[src/rtl/pm_loader.sv]
// Program-memory loader: one switch byte per enter press, ends on TERMINATOR or full memory.
// Latency: enter rise at edge N -> pm_we high N+1..N+2; no backpressure, held button waits for release.
module pm_loader #(
    parameter int ADDR_WIDTH = 8,
    parameter int DATA_WIDTH = 8,
    parameter logic [DATA_WIDTH-1:0] TERMINATOR = '0
) (
    input  logic                  clock,
    input  logic                  reset,
    input  logic                  start,
    input  logic                  enter,
    input  logic [DATA_WIDTH-1:0] DataInputSwitches,
    output logic [ADDR_WIDTH-1:0] pm_addr,
    output logic [DATA_WIDTH-1:0] pm_wdata,
    output logic                  pm_we,
    output logic                  PMInputDone,
    output logic [ADDR_WIDTH:0]   count,
    output logic [2:0]            state
);

    typedef enum logic [2:0] {
        S_IDLE         = 3'd0,
        S_WAIT_PRESS   = 3'd1,
        S_WRITE        = 3'd2,
        S_WAIT_RELEASE = 3'd3,
        S_DONE         = 3'd4
    } state_t;

    localparam logic [ADDR_WIDTH-1:0] PTR_MAX = '1;
    localparam logic [ADDR_WIDTH-1:0] PTR_ONE = {{(ADDR_WIDTH-1){1'b0}}, 1'b1};
    localparam logic [ADDR_WIDTH:0]   CNT_ONE = {{ADDR_WIDTH{1'b0}}, 1'b1};

    state_t                cur;
    logic [ADDR_WIDTH-1:0] ptr;
    logic                  start_q;
    logic                  enter_q;
    logic                  start_rise;
    logic                  enter_rise;

    assign start_rise = start & ~start_q;
    assign enter_rise = enter & ~enter_q;
    assign state      = cur;

    always_ff @(posedge clock or posedge reset) begin
        if (reset) begin
            cur         <= S_IDLE;
            ptr         <= '0;
            count       <= '0;
            pm_we       <= 1'b0;
            pm_addr     <= '0;
            pm_wdata    <= '0;
            PMInputDone <= 1'b0;
            start_q     <= 1'b0;
            enter_q     <= 1'b0;
        end else begin
            start_q <= start;
            enter_q <= enter;
            pm_we   <= 1'b0;
            case (cur)
                S_IDLE: begin
                    // start wins over a coincident enter rise; enter_q still updates, so a fresh press is needed
                    if (start_rise) begin
                        cur   <= S_WAIT_PRESS;
                        ptr   <= '0;
                        count <= '0;
                    end
                end
                S_WAIT_PRESS: begin
                    if (enter_rise) begin
                        pm_wdata <= DataInputSwitches;
                        pm_addr  <= ptr;
                        pm_we    <= 1'b1;
                        cur      <= S_WRITE;
                    end
                end
                S_WRITE: begin
                    count <= count + CNT_ONE;
                    // last address is terminal so ptr never wraps back over written program
                    if (pm_wdata == TERMINATOR || ptr == PTR_MAX) begin
                        cur         <= S_DONE;
                        PMInputDone <= 1'b1;
                    end else begin
                        ptr <= ptr + PTR_ONE;
                        cur <= S_WAIT_RELEASE;
                    end
                end
                S_WAIT_RELEASE: begin
                    if (!enter) begin
                        cur <= S_WAIT_PRESS;
                    end
                end
                S_DONE: begin
                    PMInputDone <= 1'b1;
                end
                default: begin
                    cur <= S_IDLE;
                end
            endcase
        end
    end

endmodule
[config.mk]
export PLATFORM = sky130hd
export DESIGN_NAME = pm_loader
export DESIGN_NICKNAME = d
export VERILOG_FILES = /design/src/rtl/pm_loader.sv
export SDC_FILE = /design/constraint.sdc
export NUM_CORES = 1
export LEC_CHECK = 0
export BUFFER_PORTS_ARGS = -buffer_cell sky130_fd_sc_hd__buf_2
export CAP_MARGIN = 20
export CORE_MARGIN = 5
export CORE_UTILIZATION = 53
export CTS_BUF_LIST = sky130_fd_sc_hd__clkbuf_16
export CTS_CLUSTER_DIAMETER = 120
export CTS_CLUSTER_SIZE = 25
export DETAILED_ROUTE_END_ITERATION = 8
export MAX_ROUTING_LAYER = met4
export PLACE_DENSITY = 0.79
export REMOVE_ABC_BUFFERS = 1
export SYNTH_ARGS = -nofsm -noshare
export SYNTH_HDL_FRONTEND = slang
export SYNTH_SLANG_ARGS = --single-unit
[constraint.sdc]
create_clock -name clock -period 2 [get_ports clock]
set_input_delay 0.1 -clock clock [delete_from_list [all_inputs] [get_ports clock]]
set_output_delay 0.1 -clock clock [all_outputs]
set_load 0.05 [all_outputs]
==> results_dict.tcl, run 1 <==
set metrics [dict create \
    drtIter0Drc 144 \
    synthTopCellsByArea "dfrtp_1, mux2_2, nand2_1" \
    hold_violations 0 \
    areaGrowthSynthToFinish_pct 21.8 \
    antenna_cells 0 \
    post-route-util 0.654 \
    core_um2 3610 \
    crit_path_end_kind "flop" \
    synth_area_um2 1940 \
    vias 1550 \
    synthCells 174 \
    drt_pass1_iterations 4 \
    ioPinCount 42 \
    min_period_ps 1890 \
    routabilityCongestion 0.856 \
    wl_per_cell_um 15.2 \
    peakVddDrop_mv 1.16 \
    cts_tree "built" \
    grt_overflow 0 \
    final_antenna_net_count 0 \
    cp_max_fo 8 \
    crit_path_start_kind "primary input" \
    whs_path_depth 2 \
    yosysUniqueCellTypes 47 \
    die_h_um 70.5 \
    cts_buffers 5 \
    relSlewSlack 0.385 \
    clock_path_buffers 2 \
    tightest_slew_ps 912 \
    cts_hold_buf 3 \
    postCtsSetupRepairBufs 0 \
    initial_core_util 0.537 \
    cellLeakagePower_nw 1.14 \
    ys_ff_latch 40 \
    post_cts_resized 0 \
    finalSetupViolCount 0 \
    dpl-instance-area_um2 2190 \
    synthArstFlopShare 1.00 \
    synthTopCellsByCount "dfrtp_1, nand2_1, mux2_2" \
    hold_slack_ps 33.6 \
    clk_pin_slew_worst_paths_ps 60 \
    cts_root_buf "clkbuf_16" \
    grt_pass1_vias 1444 \
    critical_path_class "in2reg" \
    dieArea_um2 4970 \
    rows 22 \
    powerDensity_nw_per_um2 1590 \
    cts_max_level 2 \
    cp.arrival_ps 2090 \
    yosysTopAreaCell "dfrtp_1" \
    setup_tns_ps 0 \
    insertion_delay_ps 280 \
    fmax_ghz 0.529 \
    drc 0 \
    yosysSeqAreaShare 0.516 \
    reg2regPathDepth 4 \
    syn_area_per_cell_um2 11.1 \
    wl_mm 4.10 \
    drive_gt1_frac 0.365 \
    status "complete, no violations" \
    period_share 0.945 \
    drv_slew 0 \
    total_power_w 0.00374 \
    critPathRequiredTime_ps 2200 \
    yosysWarnings 0 \
    synth_edf_count 0 \
    final_area_um2 2360 \
    clock_skew_ps 3.22 \
    holdCritPathClass "in2reg" \
    port_buffers 41 \
    synth_top_cell_area_share 0.516 \
    synthFlopType "dfrtp_1" \
    yosysMostFrequentCell "dfrtp_1" \
    r2r_setup_slack_ps 290 \
    fp.dieW_um 70.5 \
    layout.nets 235 \
    maxCapViolations 0 \
    dpl.hpwl_mm 2.85 \
    avgViaCountPerCell 5.74 \
    track_usage 0.180 \
    grt_setup_unrepaired "no" \
    antenna_found_initial 0 \
    grt_pass1_wl_mm 6.80 \
    grt_max_degree 41 \
    clkSinkCount 40 \
]
[cells by family (layout without fill, tap and decap cells)]
logic type | count (synthesis) | count (layout) | share of synthesized area
xor gates and xnor gates | 2 | 2 | 0.00904
muxes | 17 | 17 | 0.0981
AOI/OAI and AO/OA | 42 | 42 | 0.142
DFF | 40 | 40 | 0.516
and+or+nand+nor | 57 | 57 | 0.177
buffers and inverters | 14 | 62 | 0.0445
adders and majority gates | 2 | 2 | 0.0129
[sequential cells by signal, indices dropped and copies added (netlist names)]
| register | flops |
|---|---|
| count | 9 |
| pm_addr | 8 |
| pm_wdata | 8 |
| ptr | 8 |
| state | 3 |
| PMInputDone | 1 |
| enter_q | 1 |
| pm_we | 1 |
| start_q | 1 |
[layout by cell type, fill, tap and decap left out, types with 2 or more instances in the layout]
| cell type | n |
|---|---|
| nor2_1 | 3 |
| nand4_1 | 4 |
| o21ai_0 | 12 |
| nand2_1 | 21 |
| a211o_1 | 3 |
| nand3_1 | 5 |
| xor2_1 | 2 |
| a31oi_1 | 7 |
| nor4_1 | 2 |
| and3_1 | 4 |
| a211oi_1 | 2 |
| buf_2 | 41 |
| inv_1 | 3 |
| clkinvlp_4 | 2 |
| ha_1 | 2 |
| and2_1 | 2 |
| nor4b_1 | 3 |
| dfrtp_1 | 40 |
| a31o_2 | 2 |
| clkbuf_16 | 5 |
| dlygate4sd3_1 | 3 |
| a21oi_1 | 6 |
| buf_4 | 7 |
| nor3_1 | 3 |
| mux2_1 | 2 |
| mux2_2 | 14 |
[stage by stage]
step	std cells	setup WS (ps)
detailed placement	259	303
finish	270	111
global placement	259	330
global route	270	10.9
CTS	270	129
floorplan	163	-675
[critical path, cell delays in order]
cell and delay, ps:
dlygate4sd3_1 530, buf_2 130, nor2b_1 150, o21ai_0 720, buf_4 290, o21ai_0 100
o21ai_0 80
[layout make-up]
| cell class | instances | area (µm²) |
|---|---|---|
| clock buffer | 5 | 125 |
| tap | 48 | 60.1 |
| clock inverter | 3 | 18.8 |
| inverter | 3 | 11.3 |
| multi-input combinational | 120 | 856 |
| sequential | 40 | 1000 |
| fill | 305 | 1250 |
| timing repair buffer | 51 | 288 |
[worst paths after layout]
path / start / endpoint
hold / removal: DataInputSwitches[5] / pm_wdata[5]
hold reg to reg: PMInputDone / PMInputDone
setup / recovery: start / count[5]
min in group asynchronous: reset / count[1]
max in group asynchronous: reset / count[8]
setup reg to reg: state[1] / count[5]
[routing by layer]
layer,vias up,share of wire,GRT usage
met5,-,0,-
met4,0,0.015,0.0638
met3,9,0.073,0.0662
met2,60,0.46,0.258
met1,746,0.45,0.235
li1,735,-,-
[report_power, final]
| part | switching [W] | internal (W) | total, W |
|---|---|---|---|
| Combinational | 0.00117 | 0.000471 | 0.00165 |
| Clock | 0.000319 | 0.000457 | 0.000776 |
| Sequential | 0.000257 | 0.00107 | 0.00132 |
| Total | 0.00175 | 0.00200 | 0.00374 |
Note: power is estimated with default switching activity, not from simulation.
==> inputs of run 2 (changes only) <==
Settings changed: CORE_MARGIN 5 to default.
==> results_dict.tcl, run 2 (synthesis gave the netlist of run 1 again) <==
set metrics [dict create \
    status "complete, no violations" \
    insertion_delay_ps 280 \
    rows 21 \
    cts_hold_buf 3 \
    clkSinkCount 40 \
    die_h_um 62.5 \
    postCtsSetupRepairBufs 0 \
    track_usage 0.244 \
    layout_common_cells "buf_2, dfrtp_1, nand2_1" \
    fp.dieW_um 62.5 \
    grt_overflow 0 \
    layout.nets 235 \
    r2r_start "pm_wdata[4]" \
    cts_max_level 2 \
    whs_endpoint "pm_wdata[5]" \
    grt_setup_unrepaired "no" \
    largest_reg_flops 9 \
    wl_per_cell_um 14.8 \
    reg2regPathDepth 4 \
    antenna_found_initial 0 \
    clock_skew_ps 3.55 \
    post_cts_resized 0 \
    grt_pass1_wl_mm 7.16 \
    dieArea_um2 3900 \
    cp.arrival_ps 1910 \
    finalSetupViolCount 0 \
    grt_pass1_vias 1500 \
    avgViaCountPerCell 5.76 \
    areaGrowthSynthToFinish_pct 22.6 \
    crit_path_start_kind "flop" \
    initial_core_util 0.567 \
    grt_max_degree 41 \
    layout_commonest_cell "buf_2" \
    regMostFlops "count" \
    ioPinCount 42 \
    crit_buf_inv 0 \
    met3_usage 0.0547 \
    min_from "DataInputSwitches[5]" \
    drv_slew 0 \
    drtIter0Drc 81 \
    maxCapViolations 0 \
    holdCritPathClass "in2reg" \
    critical_path_class "reg2reg" \
    wl_mm 3.98 \
    clock_path_buffers 2 \
    critical_path.cell_chain "nor4_1 -> and2_1 -> o21ai_0 -> a31oi_1" \
    min_period_ps 1710 \
    drc 0 \
    dpl.hpwl_mm 2.79 \
    globalRoute.busiestLayer "met2" \
    cts_buffers 5 \
    tightest_slew_ps 481 \
    cts_tree "built" \
    whs_path_depth 2 \
    total_power_w 0.00385 \
    port_buffers 41 \
    peakVddDrop_mv 1.17 \
    use_met1 0.301 \
    routabilityCongestion 0.867 \
    cellLeakagePower_nw 1.16 \
    placedCellCount 257 \
    globalRouteMet2Util 0.383 \
    clk_pin_slew_worst_paths_ps 60 \
    reg2reg_to "ptr[0]" \
    drt_pass1_iterations 4 \
    final_antenna_net_count 0 \
    final_cells 268 \
    core_um2 3420 \
    r2r_setup_slack_ps 290 \
    drive_gt1_frac 0.360 \
    fmax_ghz 0.584 \
    crit_path_end_kind "flop" \
    critPathRequiredTime_ps 2200 \
    slowest_stage "nor4_1" \
    relSlewSlack 0.676 \
    period_share 0.856 \
    cp_max_fo 6 \
    powerDensity_nw_per_um2 1620 \
    slowest_delay_ps 480 \
    hold_violations 0 \
    crit_family "simple AND/OR/NAND/NOR gates" \
    vias 1544 \
    antenna_cells 0 \
    cts_root_buf "clkbuf_16" \
    cp-startpoint "pm_wdata[4]" \
]
[run 2: cell count changes in the layout (fill, tap and decap cells not counted), sizes merged]
cell	change
clkinv	+1
clkinvlp	-2
bufinv	+1
[run 2: metal layers]
metal / vias up / routed length, µm
met5: - / 0
met2: 41 / 2040
met1: 754 / 1710
li1: 743 / -
met4: 0 / 76
met3: 6 / 151
[run 2: final cells by class]
class / instances / area (µm²)
clock buffer: 5 / 125
clock inverter: 3 / 37.5
fill: 275 / 1040
inverter: 3 / 11.3
multi-input combinational: 120 / 856
sequential: 40 / 1000
tap: 46 / 57.6
timing repair buffer: 51 / 288
[run 2: worst max path at each step]
| stage | to | slack (ps) | depth (start not counted) |
|---|---|---|---|
| after floorplan | ptr[7] | -670 | 4 |
| after global placement | ptr[7] | 350 | 4 |
| after CTS | ptr[0] | 270 | 4 |
| after detailed placement | ptr[5] | 300 | 5 |
| final | ptr[0] | 290 | 4 |
| after global routing | ptr[5] | 120 | 5 |
[run 2: where the power goes]
group / switching, W / total (W) / internal, W / leakage, nW
logic: 0.00116 / 0.00163 / 0.000468 / 0.559
clock network: 0.000296 / 0.000874 / 0.000579 / 0.0789
registers: 0.000278 / 0.00135 / 0.00107 / 0.518
total: 0.00174 / 0.00385 / 0.00211 / 1.16
[run 2: stage by stage]
| stage | cell area (µm²) | setup slack [ps] | utilization | hold slack, ps | TNS [ps] |
|---|---|---|---|---|---|
| after floorplan | 1860 | -675 | - | 131 | -6210 |
| after global placement | 2180 | 355 | 0.639 | 222 | 0 |
| after detailed placement | 2180 | 301 | 0.639 | 222 | 0 |
| after CTS | 2380 | 275 | 0.696 | 34.3 | 0 |
| after global routing | 2380 | 124 | 0.696 | 46.5 | 0 |
| final | 2380 | 288 | 0.696 | 38.7 | 0 |
==> inputs of run 3 (changes only) <==
Settings changed: PLACE_DENSITY 0.79 to 0.78.
==> results_dict.tcl, run 3 (synthesis gave the netlist of run 1 again) <==
set metrics [dict create \
    status "complete, no violations" \
    layout_common_cells "buf_2, dfrtp_1, nand2_1" \
    areaGrowthSynthToFinish_pct 21.5 \
    die_h_um 62.5 \
    clock_path_buffers 2 \
    fp.dieW_um 62.5 \
    core_um2 3420 \
    insertion_delay_ps 280 \
    register_area_um2 1000 \
    layout.nets 234 \
    grt_overflow 0 \
    clk_pin_slew_worst_paths_ps 60 \
    ioPinCount 42 \
    grt_max_degree 41 \
    crit_path_end_kind "flop" \
    antenna_found_initial 0 \
    cts_buffers 5 \
    cp.arrival_ps 1960 \
    critical_path_class "in2reg" \
    maxCapViolations 0 \
    hold_violations 0 \
    fillers 266 \
    final_antenna_net_count 0 \
    antenna_cells 0 \
    slowest_stage "o21ai_0" \
    drc 0 \
    avgViaCountPerCell 5.92 \
    cp_num_cells 7 \
    vias 1581 \
    cts_hold_buf 3 \
    port_buffers 41 \
    relSlewSlack 0.503 \
    drive_gt1_frac 0.367 \
    holdCritPathClass "in2reg" \
    dieArea_um2 3900 \
    rows 21 \
    cellLeakagePower_nw 1.14 \
    initial_core_util 0.567 \
    fmax_ghz 0.571 \
    wl_mm 4.13 \
    reg2regPathDepth 4 \
    critPathRequiredTime_ps 2210 \
    clkSinkCount 40 \
    postCtsSetupRepairBufs 0 \
    cts_root_buf "clkbuf_16" \
    drv_slew 0 \
    largest_reg_flops 9 \
    dpl.hpwl_mm 2.94 \
    grt_pass1_vias 1561 \
    cts_max_level 2 \
    regMostFlops "count" \
    slowest_delay_ps 590 \
    cts_tree "built" \
    routabilityCongestion 0.793 \
    min_period_ps 1750 \
    crit_family "buffers and inverters" \
    multi_input_area_um2 856 \
    cp_max_fo 9 \
    tightest_slew_ps 738 \
    setup_tns_ps 0 \
    post_cts_resized 0 \
    powerDensity_nw_per_um2 1590 \
    critical_path.cell_chain "dlygate4sd3_1 -> buf_2 -> nor2b_1 -> o21ai_0 -> buf_4 -> o21ai_0 -> o21ai_0" \
    grt_setup_unrepaired "no" \
    finalSetupViolCount 0 \
    drt_pass1_iterations 5 \
    layout_commonest_cell "buf_2" \
    clock_skew_ps 4.04 \
    final_cells 267 \
    grt_pass1_wl_mm 6.99 \
    crit_path_start_kind "primary input" \
    crit_buf_inv 3 \
    period_share 0.875 \
    critPathMostFrequentCell "o21ai_0" \
    whs_path_depth 2 \
    track_usage 0.235 \
    drtIter0Drc 120 \
    placedCellCount 256 \
    wl_per_cell_um 15.5 \
    peakVddDrop_mv 1.14 \
]
==> run 3: changes by cell type in the layout (fill, tap and decap cells not counted) <==
cell        previous run  this run
clkinv_4               0         1
buf_4                  7         6
bufinv_16              1         0
clkinv_1               2         0
clkinvlp_4             0         2
==> run 3: power breakdown <==
group | total [W] | internal (W) | switching, W
Sequential | 0.00134 | 0.00107 | 0.000276
Combinational | 0.00161 | 0.000461 | 0.00115
Clock | 0.000786 | 0.000463 | 0.000323
==> run 3: final timing paths <==
check | from | endpoint | slack, ps
setup reg to reg | pm_wdata[1] | ptr[0] | 290
hold / removal | DataInputSwitches[4] | pm_wdata[4] | 40
min in group asynchronous | reset | pm_addr[3] | 470
hold reg to reg | PMInputDone | PMInputDone | 500
setup / recovery | start | count[4] | 250
max in group asynchronous | reset | PMInputDone | 1190
==> run 3: final cells by class <==
| class | instances | share of cell area |
|---|---|---|
| clock buffer | 5 | 0.0531 |
| clock inverter | 3 | 0.0101 |
| sequential | 40 | 0.425 |
| inverter | 3 | 0.00478 |
| timing repair buffer | 50 | 0.119 |
| multi-input combinational | 120 | 0.363 |
| tap | 46 | 0.0244 |
==> run 3: per-layer routing <==
metal / part of all wire / global-route usage / up-vias
met1: 0.42 / 0.269 / 782
met4: 0.016 / 0.102 / 0
li1: - / - / 737
met3: 0.054 / 0.0584 / 6
met2: 0.51 / 0.390 / 56
met5: 0 / - / -
==> run 3: worst reg2reg max path, cell delays in order (launching register included) <==
cell and delay (ps):
dfrtp_1 390, nor4_1 440, and2_1 350, o21ai_0 210
a31oi_1 240
==> run 3: through the flow <==
stage	hold WS, ps	setup WS, ps	cell area (µm²)	util	power (W)
final	39.0	250	2350	0.689	0.00374
after global routing	35.8	108	2350	0.689	0.00393
after CTS	32.6	250	2350	0.689	0.00377
after detailed placement	221	319	2180	0.637	0.00297
after global placement	218	364	2180	0.637	0.00292
after floorplan	131	-675	1860	-	0.00253
